==> src/rtl/ultrasonic_ranger.sv <==
// ultrasonic_ranger
//   Free-running ultrasonic range finder front end. Fires a trigger pulse,
//   times the returned echo in clock cycles and classifies the width into a
//   2-bit obstacle zone for the motor mux select. Measurements repeat no
//   faster than once per PERIOD_CYCLES.
//
// Ports
//   clk           system clock
//   rst           synchronous reset, active high
//   echo          sensor echo pin (asynchronous, synchronized internally)
//   inputTrigger  sensor trigger pin
//   zone          00 stop, 01 near, 10 mid, 11 far / no echo
//   echo_cycles   last measured echo width, saturated at TIMEOUT_CYCLES
//   valid         one-cycle strobe when zone/echo_cycles/timeout update
//   timeout       last measurement timed out
module ultrasonic_ranger #(
  parameter int unsigned TRIG_CYCLES    = 500,
  parameter int unsigned PERIOD_CYCLES  = 3000000,
  parameter int unsigned TIMEOUT_CYCLES = 1500000,
  parameter int unsigned NEAR_TH        = 58000,
  parameter int unsigned MID_TH         = 145000,
  parameter int unsigned FAR_TH         = 290000,
  parameter int unsigned CNT_W          = 22
) (
  input  logic             clk,
  input  logic             rst,
  input  logic             echo,
  output logic             inputTrigger,
  output logic [1:0]       zone,
  output logic [CNT_W-1:0] echo_cycles,
  output logic             valid,
  output logic             timeout
);

  localparam logic [CNT_W-1:0] ONE       = CNT_W'(1);
  localparam logic [CNT_W-1:0] TRIG_LAST = CNT_W'(TRIG_CYCLES - 1);
  localparam logic [CNT_W-1:0] PER_LAST  = CNT_W'(PERIOD_CYCLES - 1);
  localparam logic [CNT_W-1:0] TMO       = CNT_W'(TIMEOUT_CYCLES);
  localparam logic [CNT_W-1:0] NEAR_C    = CNT_W'(NEAR_TH);
  localparam logic [CNT_W-1:0] MID_C     = CNT_W'(MID_TH);
  localparam logic [CNT_W-1:0] FAR_C     = CNT_W'(FAR_TH);

  localparam logic [1:0] Z_STOP = 2'b00;
  localparam logic [1:0] Z_NEAR = 2'b01;
  localparam logic [1:0] Z_MID  = 2'b10;
  localparam logic [1:0] Z_FAR  = 2'b11;

  typedef enum logic [2:0] {
    S_TRIG,
    S_ARM,
    S_WAIT_RISE,
    S_MEASURE,
    S_DONE,
    S_IDLE
  } state_e;

  // Published measurement result; updated only from DONE.
  typedef struct packed {
    logic [1:0]       zone;
    logic [CNT_W-1:0] cycles;
    logic             tmo;
  } res_t;

  state_e           state_q, state_d;
  logic [CNT_W-1:0] cnt_q, cnt_d;     // trigger length / echo wait / echo width
  logic [CNT_W-1:0] per_q, per_d;     // cycles since the current trigger started
  logic             tmo_q, tmo_d;     // pending result timed out
  logic             echo_meta_q, echo_s_q;
  logic             trig_q, trig_d;
  logic             valid_q, valid_d;
  res_t             res_q, res_d;

  logic [CNT_W-1:0] cnt_inc;
  assign cnt_inc = cnt_q + ONE;

  function automatic logic [1:0] classify(input logic [CNT_W-1:0] w,
                                          input logic             to);
    logic [1:0] z;
    if (to)              z = Z_FAR;
    else if (w < NEAR_C) z = Z_STOP;
    else if (w < MID_C)  z = Z_NEAR;
    else if (w < FAR_C)  z = Z_MID;
    else                 z = Z_FAR;
    return z;
  endfunction

  // ---------------------------------------------------------------- FSM
  always_comb begin
    state_d = state_q;
    cnt_d   = cnt_q;
    tmo_d   = tmo_q;
    case (state_q)
      S_TRIG: begin
        // echo is deliberately ignored while the trigger is high
        if (cnt_q >= TRIG_LAST) begin
          state_d = S_ARM;
          cnt_d   = '0;
          tmo_d   = 1'b0;
        end else begin
          cnt_d = cnt_inc;
        end
      end
      S_ARM, S_WAIT_RISE: begin
        // One wait budget covers both states, so an echo stuck high after
        // the trigger still ends in a timeout.
        if (state_q == S_WAIT_RISE && echo_s_q) begin
          state_d = S_MEASURE;
          cnt_d   = ONE;
        end else if (cnt_inc >= TMO) begin
          state_d = S_DONE;
          cnt_d   = '0;            // no rise seen: report zero width
          tmo_d   = 1'b1;
        end else begin
          cnt_d = cnt_inc;
          if (state_q == S_ARM && !echo_s_q) state_d = S_WAIT_RISE;
        end
      end
      S_MEASURE: begin
        if (cnt_q >= TMO) begin
          state_d = S_DONE;
          cnt_d   = TMO;
          tmo_d   = 1'b1;
        end else if (!echo_s_q) begin
          state_d = S_DONE;
        end else begin
          cnt_d = cnt_inc;
          if (cnt_inc >= TMO) begin
            state_d = S_DONE;
            tmo_d   = 1'b1;
          end
        end
      end
      S_DONE: begin
        // Skip IDLE when the period already ran out during the measurement.
        state_d = (per_q >= PER_LAST) ? S_TRIG : S_IDLE;
        cnt_d   = '0;
      end
      S_IDLE: begin
        cnt_d = '0;
        if (per_q >= PER_LAST) state_d = S_TRIG;
      end
      default: begin
        state_d = S_TRIG;
        cnt_d   = '0;
        tmo_d   = 1'b0;
      end
    endcase
  end

  // Period counter restarts on every entry to TRIG and saturates so the
  // IDLE/DONE comparison stays true once the period has elapsed.
  always_comb begin
    per_d = per_q;
    if (state_d == S_TRIG && state_q != S_TRIG) per_d = '0;
    else if (per_q < PER_LAST)                  per_d = per_q + ONE;
  end

  // Registered outputs: the trigger follows the state one cycle late, which
  // makes its first high cycle land on the first edge after reset release.
  always_comb begin
    trig_d  = (state_q == S_TRIG);
    valid_d = (state_q == S_DONE);
    res_d   = res_q;
    if (state_q == S_DONE) begin
      res_d.zone   = classify(cnt_q, tmo_q);
      res_d.cycles = cnt_q;
      res_d.tmo    = tmo_q;
    end
  end

  always_ff @(posedge clk) begin
    if (rst) begin
      state_q     <= S_TRIG;
      cnt_q       <= '0;
      per_q       <= '0;
      tmo_q       <= 1'b0;
      echo_meta_q <= 1'b0;
      echo_s_q    <= 1'b0;
      trig_q      <= 1'b0;
      valid_q     <= 1'b0;
      res_q       <= '0;
    end else begin
      state_q     <= state_d;
      cnt_q       <= cnt_d;
      per_q       <= per_d;
      tmo_q       <= tmo_d;
      echo_meta_q <= echo;
      echo_s_q    <= echo_meta_q;
      trig_q      <= trig_d;
      valid_q     <= valid_d;
      res_q       <= res_d;
    end
  end

  assign inputTrigger = trig_q;
  assign zone         = res_q.zone;
  assign echo_cycles  = res_q.cycles;
  assign timeout      = res_q.tmo;
  assign valid        = valid_q;

endmodule

==> config.mk <==
export PLATFORM = sky130hd
export DESIGN_NAME = ultrasonic_ranger
export DESIGN_NICKNAME = d
export VERILOG_FILES = /design/src/rtl/ultrasonic_ranger.sv
export SDC_FILE = /design/constraint.sdc
export NUM_CORES = 1
export LEC_CHECK = 0
export BUFFER_PORTS_ARGS = -buffer_cell sky130_fd_sc_hd__buf_2
export CORE_ASPECT_RATIO = 0.9
export CORE_MARGIN = 2
export CORE_UTILIZATION = 55
export DETAILED_ROUTE_END_ITERATION = 16
export MAX_ROUTING_LAYER = met4
export PLACE_DENSITY = 0.73
export SETUP_SLACK_MARGIN = 0.05
export SLEW_MARGIN = 20
export SYNTH_ARGS = -nofsm -noshare
export SYNTH_HDL_FRONTEND = slang
export SYNTH_SLANG_ARGS = --single-unit
==> constraint.sdc <==
create_clock -name clk -period 6.8 [get_ports clk]
set_clock_uncertainty 0.15 [all_clocks]
set_input_delay 0.34 -clock clk [delete_from_list [all_inputs] [get_ports clk]]
set_output_delay 0.34 -clock clk [all_outputs]
set_load 0.01 [all_outputs]
==> flow_summary_export.csv, run 1 <==
group,metric,value,unit
route,drc,0,
run_status,status,"finished clean",
critical_path,rrSetupSlack,2780,ps
timing,fin_crit,4020,ps
timing,slew_headroom,37.1,%
global_route,use_met1,40.3,%
timing,fmax,249,MHz
clock_tree,clk_pin_slew,80,ps
critical_path,critical-path-top-delay-family,"simple AND/OR/NAND/NOR gates",
global_route,overflow,0,
route,wl_per_cell,16.0,um
critical_path,worstSetupPathType,"reg2reg",
global_route,use_met3,5.83,%
timing,finalSetupTns,0,ps
yosys,yosys.cell_types.count,59,
critical_path,reg2reg_to,"per_q[13]$_SDFFE_PP0N_",
global_route,grt_usage,26.8,%
critical_path,cp.arrival,4070,ps
global_route,gr-max-usage-layer,"met1",
finish,drive_gt1_share,11.2,%
timing,tightestPinTransition,940,ps
global_route,grt_max_degree,39,
finish,antenna_cells,0,
die,die_x,96.0,um
yosys,synthFlopType,"dfxtp_1",
clock_tree,cts_tree,"yes",
clock_tree,post_cts_resized,0,
route,drt-total-wl,10.4,mm
finish,layout_commonest_cell,"nand2_1",
global_route,grt_pass1_wl,17.1,mm
run,max-cap-violations,0,
die,ios,30,
finish,final_nets,556,
clock_tree,clk_path_buf_depth,2,
clock_tree,clockRootBuffer,"clkbuf_8",
die,chipHeight,86.8,um
clock_tree,htree_levels,3,
global_route,use_met2,36.6,%
critical_path,worst_path_max_delay_cell,"or4_1",
timing,finalCritPeriodShare,59.1,%
yosys,syn_area,0.00419,sq mm
power_and_ir_drop,max-vdd-ir-drop,0.000177,V
yosys,syn-num-nets,557,
yosys,ys_ff_latch,77,
worst_hold_path,holdPathEnd,"echo_meta_q$_SDFF_PP0_",
placement,io_buffers,29,
finish,synthToLayoutAreaGrowth,6.93,%
route,antenna_left,0,
route,drtPass1Iterations,5,
clock_tree,post_cts_buffers,0,
placement,gp_congestion,0.930,
critical_path,setup.worst_path.end_class,"register",
critical_path,critPathBufInv,0,
timing,hold_viol,0,
timing,setup-violations-final,0,
yosys,synth_edf_count,0,
placement,place_hpwl,7.08,mm
critical_path,critPathMaxFanout,21,
yosys,async_flop_share,0,%
yosys,synth_cells,551,
route,drtIter0Drc,361,
die,die-area,0.00833,sq mm
timing,rsz0062_at_grt,"false",
clock_tree,cts_made_buffers,9,
worst_hold_path,hp-class,"in2reg",
die,start_util,56.1,%
power_and_ir_drop,p_leak,1.62,nW
critical_path,max_stage_delay,750,ps
route,viasPerCell,6.15,
timing,drv_slew,0,
critical_path,reg2reg_depth,9,
global_route,first_global_vias,3387,
yosys,syn_avg_cell_area,7.60,sq um
clock_tree,clkSinkCount,77,
critical_path,worst_r2r_startpoint,"cnt_q[6]$_SDFFE_PP0N_",
die,std_cell_rows,30,
critical_path,crit_path_start_kind,"register",
critical_path,cp.required,6850,ps
critical_path,cp_cell_sequence,"nand4_1, or4_1, a211oi_1, a41oi_1, o21ai_2, o21ai_4, o311a_4, nor3_4, nor3_1",
die,core,0.00747,sq mm
finish,final_cell_mix,"nand2_1, dfxtp_1, a21oi_1",
worst_hold_path,min_from,"echo",
worst_hold_path,hold_depth,2,
yosys,ys_warn_count,0,
finish,finish.utilization,60.0,%
yosys,ys_seq_area_share,36.8,%
global_route,antenna_found_initial,0,
route,num_vias,4003,
clock_tree,ctsHoldBuffers,0,
power_and_ir_drop,power_density,201,mW/mm^2
clock_tree,clock_latency,360,ps
-- final cells by class --
class                      instances  area (sq um)
sequential                        77          1540
fill                             690          2990
clock buffer                      10           128
clock inverter                     6          63.8
inverter                           8          30.0
timing repair buffer              33           175
tap                               96           120
multi-input combinational        421          2420
-- worst max-delay path by stage --
stage                                startpoint                     end  slack (ps)  depth (start not counted)
final                     cnt_q[6]$_SDFFE_PP0N_  per_q[13]$_SDFFE_PP0N_        2780                          9
after global routing      cnt_q[6]$_SDFFE_PP0N_  per_q[13]$_SDFFE_PP0N_        2470                          9
after CTS                 cnt_q[6]$_SDFFE_PP0N_  per_q[13]$_SDFFE_PP0N_        2800                          9
after detailed placement  cnt_q[6]$_SDFFE_PP0N_  per_q[13]$_SDFFE_PP0N_        2820                          9
after global placement    cnt_q[6]$_SDFFE_PP0N_   per_q[0]$_SDFFE_PP0N_        2900                          9
after floorplan           cnt_q[1]$_SDFFE_PP0N_   per_q[0]$_SDFFE_PP0N_        3680                         13
-- layer usage --
metal  up-vias  routed length (um)
met1      1820                4990
met3        24                 889
met5         -                   0
met2       204                4360
li1       1955                   -
met4         0                 179
-- where the power goes --
| group | leakage, nW | internal [mW] | switching (mW) |
|---|---|---|---|
| clock | 0.0923 | 0.169 | 0.167 |
| sequential | 0.623 | 0.461 | 0.0181 |
| combinational | 0.908 | 0.0308 | 0.0550 |
-- sequential cells by signal (all words and copies together) (netlist names) --
register,flops
timeout,1
cnt_q,22
echo_meta_q,1
echo_cycles,22
valid,1
tmo_q,1
inputTrigger,1
per_q,22
state_q,3
echo_s_q,1
zone,2
-- cell families after synthesis --
kind of cell | count (synthesis) | synth area share (%)
simple gates | 251 | 28.5
compound gates | 134 | 21.4
flops | 77 | 36.8
buf+inv | 53 | 5.67
xor+xnor | 31 | 6.48
fa+ha+maj | 3 | 0.896
other cells | 1 | 0.0895
mux | 1 | 0.239
-- cells in the mapped netlist (3+ instances only) --
master | number | share of area [%]
ha_1 | 3 | 0.90
a22oi_1 | 3 | 0.54
dfxtp_1 | 77 | 37
nand3_1 | 30 | 3.6
buf_4 | 5 | 0.90
a211o_1 | 3 | 0.63
o31ai_1 | 3 | 0.54
nor2b_1 | 6 | 0.90
xnor2_1 | 18 | 3.8
nor2_1 | 37 | 3.3
nor4_1 | 5 | 0.75
nor3_1 | 39 | 4.7
buf_2 | 4 | 0.48
nand2_1 | 96 | 8.6
o21ai_0 | 27 | 3.2
a31oi_1 | 10 | 1.5
a22o_1 | 3 | 0.63
and3_1 | 6 | 0.90
o311ai_0 | 3 | 0.63
xor2_1 | 13 | 2.7
a21o_1 | 7 | 1.3
inv_1 | 8 | 0.72
a211oi_1 | 4 | 0.72
clkbuf_1 | 32 | 2.9
a21oi_1 | 43 | 5.1
or3_1 | 6 | 0.90
or2_2 | 3 | 0.45
nand4_1 | 12 | 1.8
or4_1 | 3 | 0.54
-- per-stage QoR --
| step | hold slack, ps | total power, mW | worst slack, ps | instance area, sq um | instances |
|---|---|---|---|---|---|
| CTS | 45.7 | 0.905 | 2800 | 4480 | 651 |
| global route | 50.2 | 0.933 | 2470 | 4480 | 651 |
| finish | 48.1 | 0.901 | 2780 | 4480 | 651 |
| global placement | 274 | 0.570 | 2900 | 4290 | 635 |
| detailed placement | 281 | 0.573 | 2820 | 4290 | 635 |
| floorplan | 264 | 0.553 | 3680 | 4190 | 551 |
(Power assumes the default switching activity.)
==> inputs of run 2 (changes only) <==
Clock period 6.8 ns to 4 ns, I/O delays scaled along.
==> run 2 against run 1 <==
Compared with the run above: design area increased by 2.8%; setup slack worse by 2500 ps; sequential share of layout area decreased by 0.95 points; routed wire length increased by 2.6%; largest cell class unchanged.
==> flow_summary_export.csv, run 2 (synthesized netlist as in run 1, its figures left out) <==
group,metric,value,unit
run_status,status,"finished clean",
finish,drive_gt1_share,13.0,%
route,drtIter0Drc,360,
finish,final_area,0.00461,sq mm
die,core,0.00747,sq mm
global_route,first_global_vias,3466,
clock_tree,post_cts_buffers,0,
timing,hold_viol,0,
placement,io_buffers,29,
timing,setup-violations-final,0,
critical_path,worstSetupPathType,"reg2reg",
timing,setup_ws,319,ps
finish,multi_input_area,0.00242,sq mm
route,drtPass1Iterations,5,
finish,layout_commonest_cell,"nand2_1",
timing,tightestPinTransition,841,ps
route,antenna_left,0,
critical_path,reg2reg_to,"per_q[8]$_SDFFE_PP0N_",
power_and_ir_drop,power_density,354,mW/mm^2
finish,regArea,0.00154,sq mm
finish,synthToLayoutAreaGrowth,9.97,%
finish,final_cells,664,
worst_hold_path,min_from,"rst",
clock_tree,cts_made_buffers,9,
die,die-area,0.00833,sq mm
placement,gp_congestion,1.00,
worst_hold_path,hold_depth,2,
route,num_vias,4053,
die,start_util,56.1,%
power_and_ir_drop,swShare,25.7,%
finish,finish.utilization,61.7,%
die,die_x,96.0,um
clock_tree,clk_path_buf_depth,2,
finish,final_cell_mix,"nand2_1, dfxtp_1, a21oi_1",
critical_path,cp.required,4090,ps
power_and_ir_drop,p_sw,0.419,mW
critical_path,crit_path_start_kind,"register",
power_and_ir_drop,power,1.63,mW
worst_hold_path,hp-class,"in2reg",
clock_tree,clockRootBuffer,"clkbuf_8",
placement,post-place-ws,434,ps
placement,dp.cells,647,
power_and_ir_drop,power_frac_seq,49.9,%
clock_tree,ctsHoldBuffers,1,
power_and_ir_drop,max-vdd-ir-drop,0.000218,V
clock_tree,clock_latency,350,ps
global_route,overflow,0,
route,drt-total-wl,10.7,mm
placement,place_area,0.00437,sq mm
route,viasPerCell,6.10,
timing,rsz0062_at_grt,"false",
clock_tree,clkSinkCount,77,
global_route,antenna_found_initial,0,
global_route,grt_usage,27.5,%
critical_path,setup.worst_path.end_class,"register",
worst_hold_path,holdPathEnd,"cnt_q[18]$_SDFFE_PP0N_",
power_and_ir_drop,comb_power_share,9.3,%
clock_tree,cts_tree,"yes",
global_route,grt_max_degree,39,
timing,holdWs,236,ps
timing,fin_crit,3680,ps
critical_path,rrSetupSlack,320,ps
critical_path,worst_r2r_startpoint,"cnt_q[6]$_SDFFE_PP0N_",
die,ios,30,
timing,slew_headroom,43.8,%
clock_tree,clk_pin_slew,80,ps
clock_tree,post_cts_resized,0,
die,std_cell_rows,30,
power_and_ir_drop,clock_power_share,40.8,%
timing,fmax,272,MHz
die,chipHeight,86.8,um
finish,antenna_cells,0,
power_and_ir_drop,power.internal,1.21,mW
run,max-cap-violations,0,
route,drc,0,
critical_path,cp-startpoint,"cnt_q[6]$_SDFFE_PP0N_",
finish,nFillCells,689,
finish,final_nets,569,
critical_path,cp.arrival,3770,ps
global_route,grt_pass1_wl,17.3,mm
timing,finalCritPeriodShare,92.0,%
route,wl_per_cell,16.1,um
critical_path,reg2reg_depth,10,
timing,finalSetupTns,0,ps
power_and_ir_drop,p_leak,1.71,nW
placement,place_hpwl,7.35,mm
clock_tree,htree_levels,3,
critical_path,critPathMaxFanout,14,
timing,drv_slew,0,
-- run 2: cell count changes in the layout (fill, tap and decap cells not counted) --
cell / change
nor3_2: +1
clkinv_2: -2
buf_4: +12
nor3_4: -1
clkbuf_8: +1
bufinv_16: +1
dlygate4sd3_1: +1
-- run 2: layer usage --
metal  wire length, um  track usage [%]
met1              4970             39.8
met3               808             4.52
met2              4610             38.5
met5                 0                -
met4               299             9.87
-- run 2: power by group through the flow --
stage          sequential (mW)  clock [mW]  combinational, mW
6_report                 0.813       0.665              0.151
5_1_grt                  0.816       0.702              0.169
4_1_cts                  0.812       0.671              0.150
3_5_place_dp             0.830           0              0.147
3_3_place_gp             0.828           0              0.144
2_1_floorplan            0.812           0              0.128
-- run 2: critical path, stage by stage, from the launching register on --
cell	delay (ps)
dfxtp_1	610
nand4_1	310
or4_1	740
a211oi_1	310
a41oi_1	100
o21ai_2	270
o21ai_4	150
o311a_4	400
nor3_4	190
buf_4	240
nor3_1	90
-- run 2: layout make-up --
cell class	count	area share [%]
clock buffer	11	3.07
sequential	77	33.5
tap	96	2.61
clock inverter	5	1.82
inverter	8	0.652
multi-input combinational	421	52.4
timing repair buffer	46	5.97
-- run 2: how the worst max path moves through the flow --
stage                                  end  depth (start not counted)  slack [ps]
global route        cnt_q[10]$_SDFFE_PP0N_                          9         130
floorplan            per_q[0]$_SDFFE_PP0N_                         13         880
finish               per_q[8]$_SDFFE_PP0N_                         10         320
global placement     per_q[0]$_SDFFE_PP0N_                         10         590
detailed placement   per_q[8]$_SDFFE_PP0N_                         10         430
CTS                  per_q[8]$_SDFFE_PP0N_                         10         400
